--- config.mk ---
export PLATFORM = sky130hd
export DESIGN_NAME = apb_csr_slave
export DESIGN_NICKNAME = d
export VERILOG_FILES = /design/src/rtl/apb_csr_slave.sv
export SDC_FILE = /design/constraint.sdc
export NUM_CORES = 1
export LEC_CHECK = 0
export CAP_MARGIN = 30
export CORE_AREA = 2 2 39 41
export DETAILED_ROUTE_END_ITERATION = 7
export DIE_AREA = 0 0 41 43
export DONT_BUFFER_PORTS = 1
export PLACE_DENSITY = 0.74
export SLEW_MARGIN = 15
export SYNTH_ARGS = -nofsm -noshare
export SYNTH_HDL_FRONTEND = slang
export SYNTH_SLANG_ARGS = --single-unit
--- constraint.sdc ---
create_clock -name i_clk -period 3.6 [get_ports i_clk]
set_input_delay 0.18 -clock i_clk [delete_from_list [all_inputs] [get_ports i_clk]]
set_output_delay 0.18 -clock i_clk [all_outputs]
set_load 0.005 [all_outputs]
--- src/rtl/apb_csr_slave.sv ---
// APB3 slave front end for the CSR block: turns APB transfers into a 3-bit register
// index, a one-cycle write commit pulse and a one-cycle read strobe.
module apb_csr_slave #(
    parameter int ADDR_W      = 8,
    parameter int DATA_W      = 8,
    parameter int WAIT_CYCLES = 0
) (
    input  logic              i_clk,
    input  logic              i_rst,
    input  logic              i_psel,
    input  logic              i_penable,
    input  logic              i_pwrite,
    input  logic [ADDR_W-1:0] i_paddr,
    input  logic [DATA_W-1:0] i_pwdata,
    output logic              o_pready,
    output logic [DATA_W-1:0] o_prdata,
    output logic              o_pslverr,
    output logic [2:0]        o_addr,
    input  logic [DATA_W-1:0] i_rdata,
    output logic              o_en,
    output logic [DATA_W-1:0] o_wdata,
    output logic              o_rd_en
);

    localparam logic [0:0] S_IDLE   = 1'b0;
    localparam logic [0:0] S_ACCESS = 1'b1;
    localparam logic [1:0] WAIT_C   = 2'(WAIT_CYCLES);

    logic [0:0]        state_q, state_d;
    logic [1:0]        wcnt_q, wcnt_d;
    logic [2:0]        addr_q, addr_d;
    logic [DATA_W-1:0] wdata_q, wdata_d;
    logic              write_q, write_d;
    logic              err_q, err_d;

    logic              illegal;
    logic              done;

    // Shift rather than slice so ADDR_W == 5 (no upper bits) stays legal.
    assign illegal = (i_paddr[1:0] != 2'b00) || ((i_paddr >> 5) != '0);
    assign done    = (state_q == S_ACCESS) && (wcnt_q == WAIT_C);

    always_comb begin
        state_d = state_q;
        wcnt_d  = wcnt_q;
        addr_d  = addr_q;
        wdata_d = wdata_q;
        write_d = write_q;
        err_d   = err_q;
        case (state_q)
            S_IDLE: begin
                if (i_psel && !i_penable) begin
                    state_d = S_ACCESS;
                    wcnt_d  = 2'd0;
                    addr_d  = i_paddr[4:2];
                    wdata_d = i_pwdata;
                    write_d = i_pwrite;
                    err_d   = illegal;
                end
            end
            S_ACCESS: begin
                // Completion is decided by the counter alone; bus inputs only abort or stretch.
                if (done) begin
                    state_d = S_IDLE;
                end else if (i_psel && i_penable) begin
                    wcnt_d = wcnt_q + 2'd1;
                end else begin
                    state_d = S_IDLE;
                end
            end
            default: state_d = S_IDLE;
        endcase
    end

    always_ff @(posedge i_clk) begin
        if (i_rst) begin
            state_q <= S_IDLE;
            wcnt_q  <= 2'd0;
            addr_q  <= 3'b000;
            wdata_q <= '0;
            write_q <= 1'b0;
            err_q   <= 1'b0;
        end else begin
            state_q <= state_d;
            wcnt_q  <= wcnt_d;
            addr_q  <= addr_d;
            wdata_q <= wdata_d;
            write_q <= write_d;
            err_q   <= err_d;
        end
    end

    assign o_pready  = done;
    assign o_pslverr = done && err_q;
    assign o_en      = done && write_q && !err_q;
    assign o_rd_en   = done && !write_q && !err_q;
    assign o_prdata  = o_rd_en ? i_rdata : '0;
    assign o_addr    = addr_q;
    assign o_wdata   = wdata_q;

endmodule

==> parameters.txt <==
Parameter                              Value

Status
  Run status    completed

STA
  Setup Skew    0.9169 ps
  Fin crit period    1642 ps
  RSZ-0062 raised after global routing    false
  Worst-Margin Slew    755.4 ps
  Max-slew violation total from the final report    0
  Worst slew slack as a fraction of its limit    49.42%
  Setup violation total in the final timing report    0
  Hold slack final    16.90 ps
  Final hold violation count    0
  Final total negative setup slack    0 ps
  Fin crit share    45.62%
  F_max    608.9 MHz

Yosys
  Syn nets    120
  Number of library cell types mapped by synthesis    23
  Sequential area share after synthesis    43.61%
  Synthesized flop and latch total    16
  Synth warnings    0
  Post-synthesis cell count    90
  Summed instance area of the synthesized netlist    734.5 µm²
  Post-synthesis area per instance    8.161 µm²

Job
  Number of violations of the max-capacitance limit    0

Pwr
  Power density over the cells    400.7 nW/µm²
  Worst-case vdd ir drop    0.2074 mV
  Flop pwr share    62.7%
  Clock share of power    28.6%
  Cell-internal power    0.2341 mW
  Switching Power    0.07070 mW
  Fraction of power consumed by combinational cells    8.7%
  P_leak    0.2734 nW
  Switching part of the total    23.19%
  Total power    0.3048 mW

Floorplanning
  Row cnt    14
  Die X-Extent    41 µm
  CORE AREA    1384 µm²
  Die boundary height    43 µm
  Initial cell density of the core    53.07%
  Number of I/O pins    52
  Die Area    1763 µm²

Critical path
  Critical path capture point type    output pin
  Endpoint required time on the critical path    3420 ps
  CP startpoint kind    register
  Setup CP Type    reg -> out
  Highest fanout seen on the critical path    9
  Data arrival time of the critical path    1460 ps

Placed design
  Placer congestion estimate    0.6991
  Estimated wirelength of the detail-placed design    1061 µm
  Port Buffers    0

Finish
  Synthesis-to-finish area growth    3.578%
  Fill cell count    132
  Most common library cell in the layout ignoring fill and taps    sky130_fd_sc_hd__nand2_1
  Share of final-layout standard cells stronger than drive strength 1    7.778%
  Final net count    122
  Antenna diode instance count    0
  Commonest non-fill, non-tap cells in the layout    sky130_fd_sc_hd__nand2_1 (25), sky130_fd_sc_hd__a21oi_1 (16), sky130_fd_sc_hd__dfxtp_1 (16), sky130_fd_sc_hd__and2_1 (9), sky130_fd_sc_hd__inv_1 (4)

Detailed routing
  DRC marker count from the first detailed-route iteration    4
  Detailed-route wire length    1379 µm
  Antenna violation net count after detailed routing    0
  DRC errors left    0
  DRT Pass-1 Iters    3
  Vias after detailed routing    598
  Avg WL per Cell    13.01 µm
  Post-detailed-route via-to-cell ratio    5.642

Clock network
  Clock-pin transition on the worst setup and hold timing paths    80 ps
  Postcts setup bufs    0
  Hold-fix buffers at CTS    1
  CTS tree    built
  Post_cts resized    0
  Buffer depth of the longest clock path    2
  Clk Tree Root Cell    sky130_fd_sc_hd__clkbuf_4
  Clock sink count    16
  Clock buffers created by TritonCTS    3
  Clk Latency, worst-skew pair    270 ps
  CTS H-tree lvls    1

GRT
  Via count of the first global-routing pass    544
  GR Overflow Total    0
  Maximum number of pins on one net before global-route repair    14
  Overall fraction of global-route tracks in use    17.52%
  Global-route wire length before repair    2118 µm
  Initial antenna violation count    0

Hold path
  Path category of the worst min-delay check    in -> reg
==> cell families after synthesis <==
group                    count (synthesis)  synth area share [%]
AND/OR/NAND/NOR                         45                 34.07
AO/OA/AOI/OAI                           20                 14.99
flip-flops                              16                 43.61
buffers and inverters                    8                 5.620
adder cells (fa/ha/maj)                  1                 1.703
==> power groups by stage <==
stage / combinational, mW / clock (mW) / sequential, mW
2_1_floorplan: 0.0251 / 0 / 0.194
3_3_place_gp: 0.0235 / 0 / 0.195
3_5_place_dp: 0.0240 / 0 / 0.195
4_1_cts: 0.0269 / 0.0907 / 0.191
5_1_grt: 0.0310 / 0.0984 / 0.192
6_report: 0.0265 / 0.0872 / 0.191
==> sequential cells by signal, indices dropped and copies added, names as in the netlist <==
| register | flops |
|---|---|
| o_wdata | 8 |
| err_q | 1 |
| o_addr | 3 |
| wcnt_q | 2 |
| state_q | 1 |
| write_q | 1 |
==> final cells by class <==
type                    count  area (µm²)  share of cell area, %
inverters                   4       15.01                  1.974
clock buffers               3       22.52                  2.961
well taps                  16       20.02                  2.632
multi-input cells          66       372.9                  49.01
flip-flops and latches     16       320.3                  42.11
repair buffers              1       10.01                  1.316
==> stage by stage <==
step / std cells / setup WS [ps] / utilization [%] / area (µm²)
after CTS: 106 / 1932 / 54.97 / 760.7
after global placement: 102 / 2219 / 52.62 / 728.2
after floorplan: 90 / 2366 / - / 734.5
after global routing: 106 / 1746 / 54.97 / 760.7
after detailed placement: 102 / 2144 / 52.62 / 728.2
final: 106 / 1958 / 54.97 / 760.7
==> cells in the mapped netlist, drive strengths merged <==
library cell | instances | area (µm²)
buf | 3 | 22.52
and4b | 1 | 10.01
o21ai | 1 | 5.000
nor3 | 1 | 16.27
clkbuf | 1 | 3.750
ha | 1 | 12.51
and2 | 9 | 56.30
or4 | 1 | 7.510
dfxtp | 16 | 320.3
nor3b | 2 | 20.02
a21boi | 1 | 7.510
inv | 4 | 15.01
o32ai | 2 | 17.52
nor4bb | 1 | 10.01
nand2 | 26 | 100.1
and3 | 1 | 6.260
a21oi | 16 | 80.08
nand2b | 2 | 12.51
or3b | 1 | 11.26
==> critical path, stage by stage (launching register included) <==
cell,delay [ps]
sky130_fd_sc_hd__dfxtp_1,330
sky130_fd_sc_hd__inv_1,70
sky130_fd_sc_hd__ha_1,210
sky130_fd_sc_hd__nand2_1,140
sky130_fd_sc_hd__nor3_4,250
sky130_fd_sc_hd__and2_1,190
==> metal layers <==
layer	vias up	track usage, %	wire length (µm)
met5	-	0	0
met4	0	10.00	10
met3	2	3.665	153
met2	37	27.81	677
met1	257	20.54	539
li1	302	-	-
==> worst paths after layout <==
kind | from | end | slack (ps) | cells after the start
min | i_rst | wcnt_q[0] | 20 | 1
max | wcnt_q[0] | o_prdata[0] | 1960 | 5
max reg2reg | state_q | err_q | 2140 | 3
min reg2reg | o_wdata[5] | o_wdata[5] | 480 | 2
No activity file was read; power rests on OpenSTA's default activity.
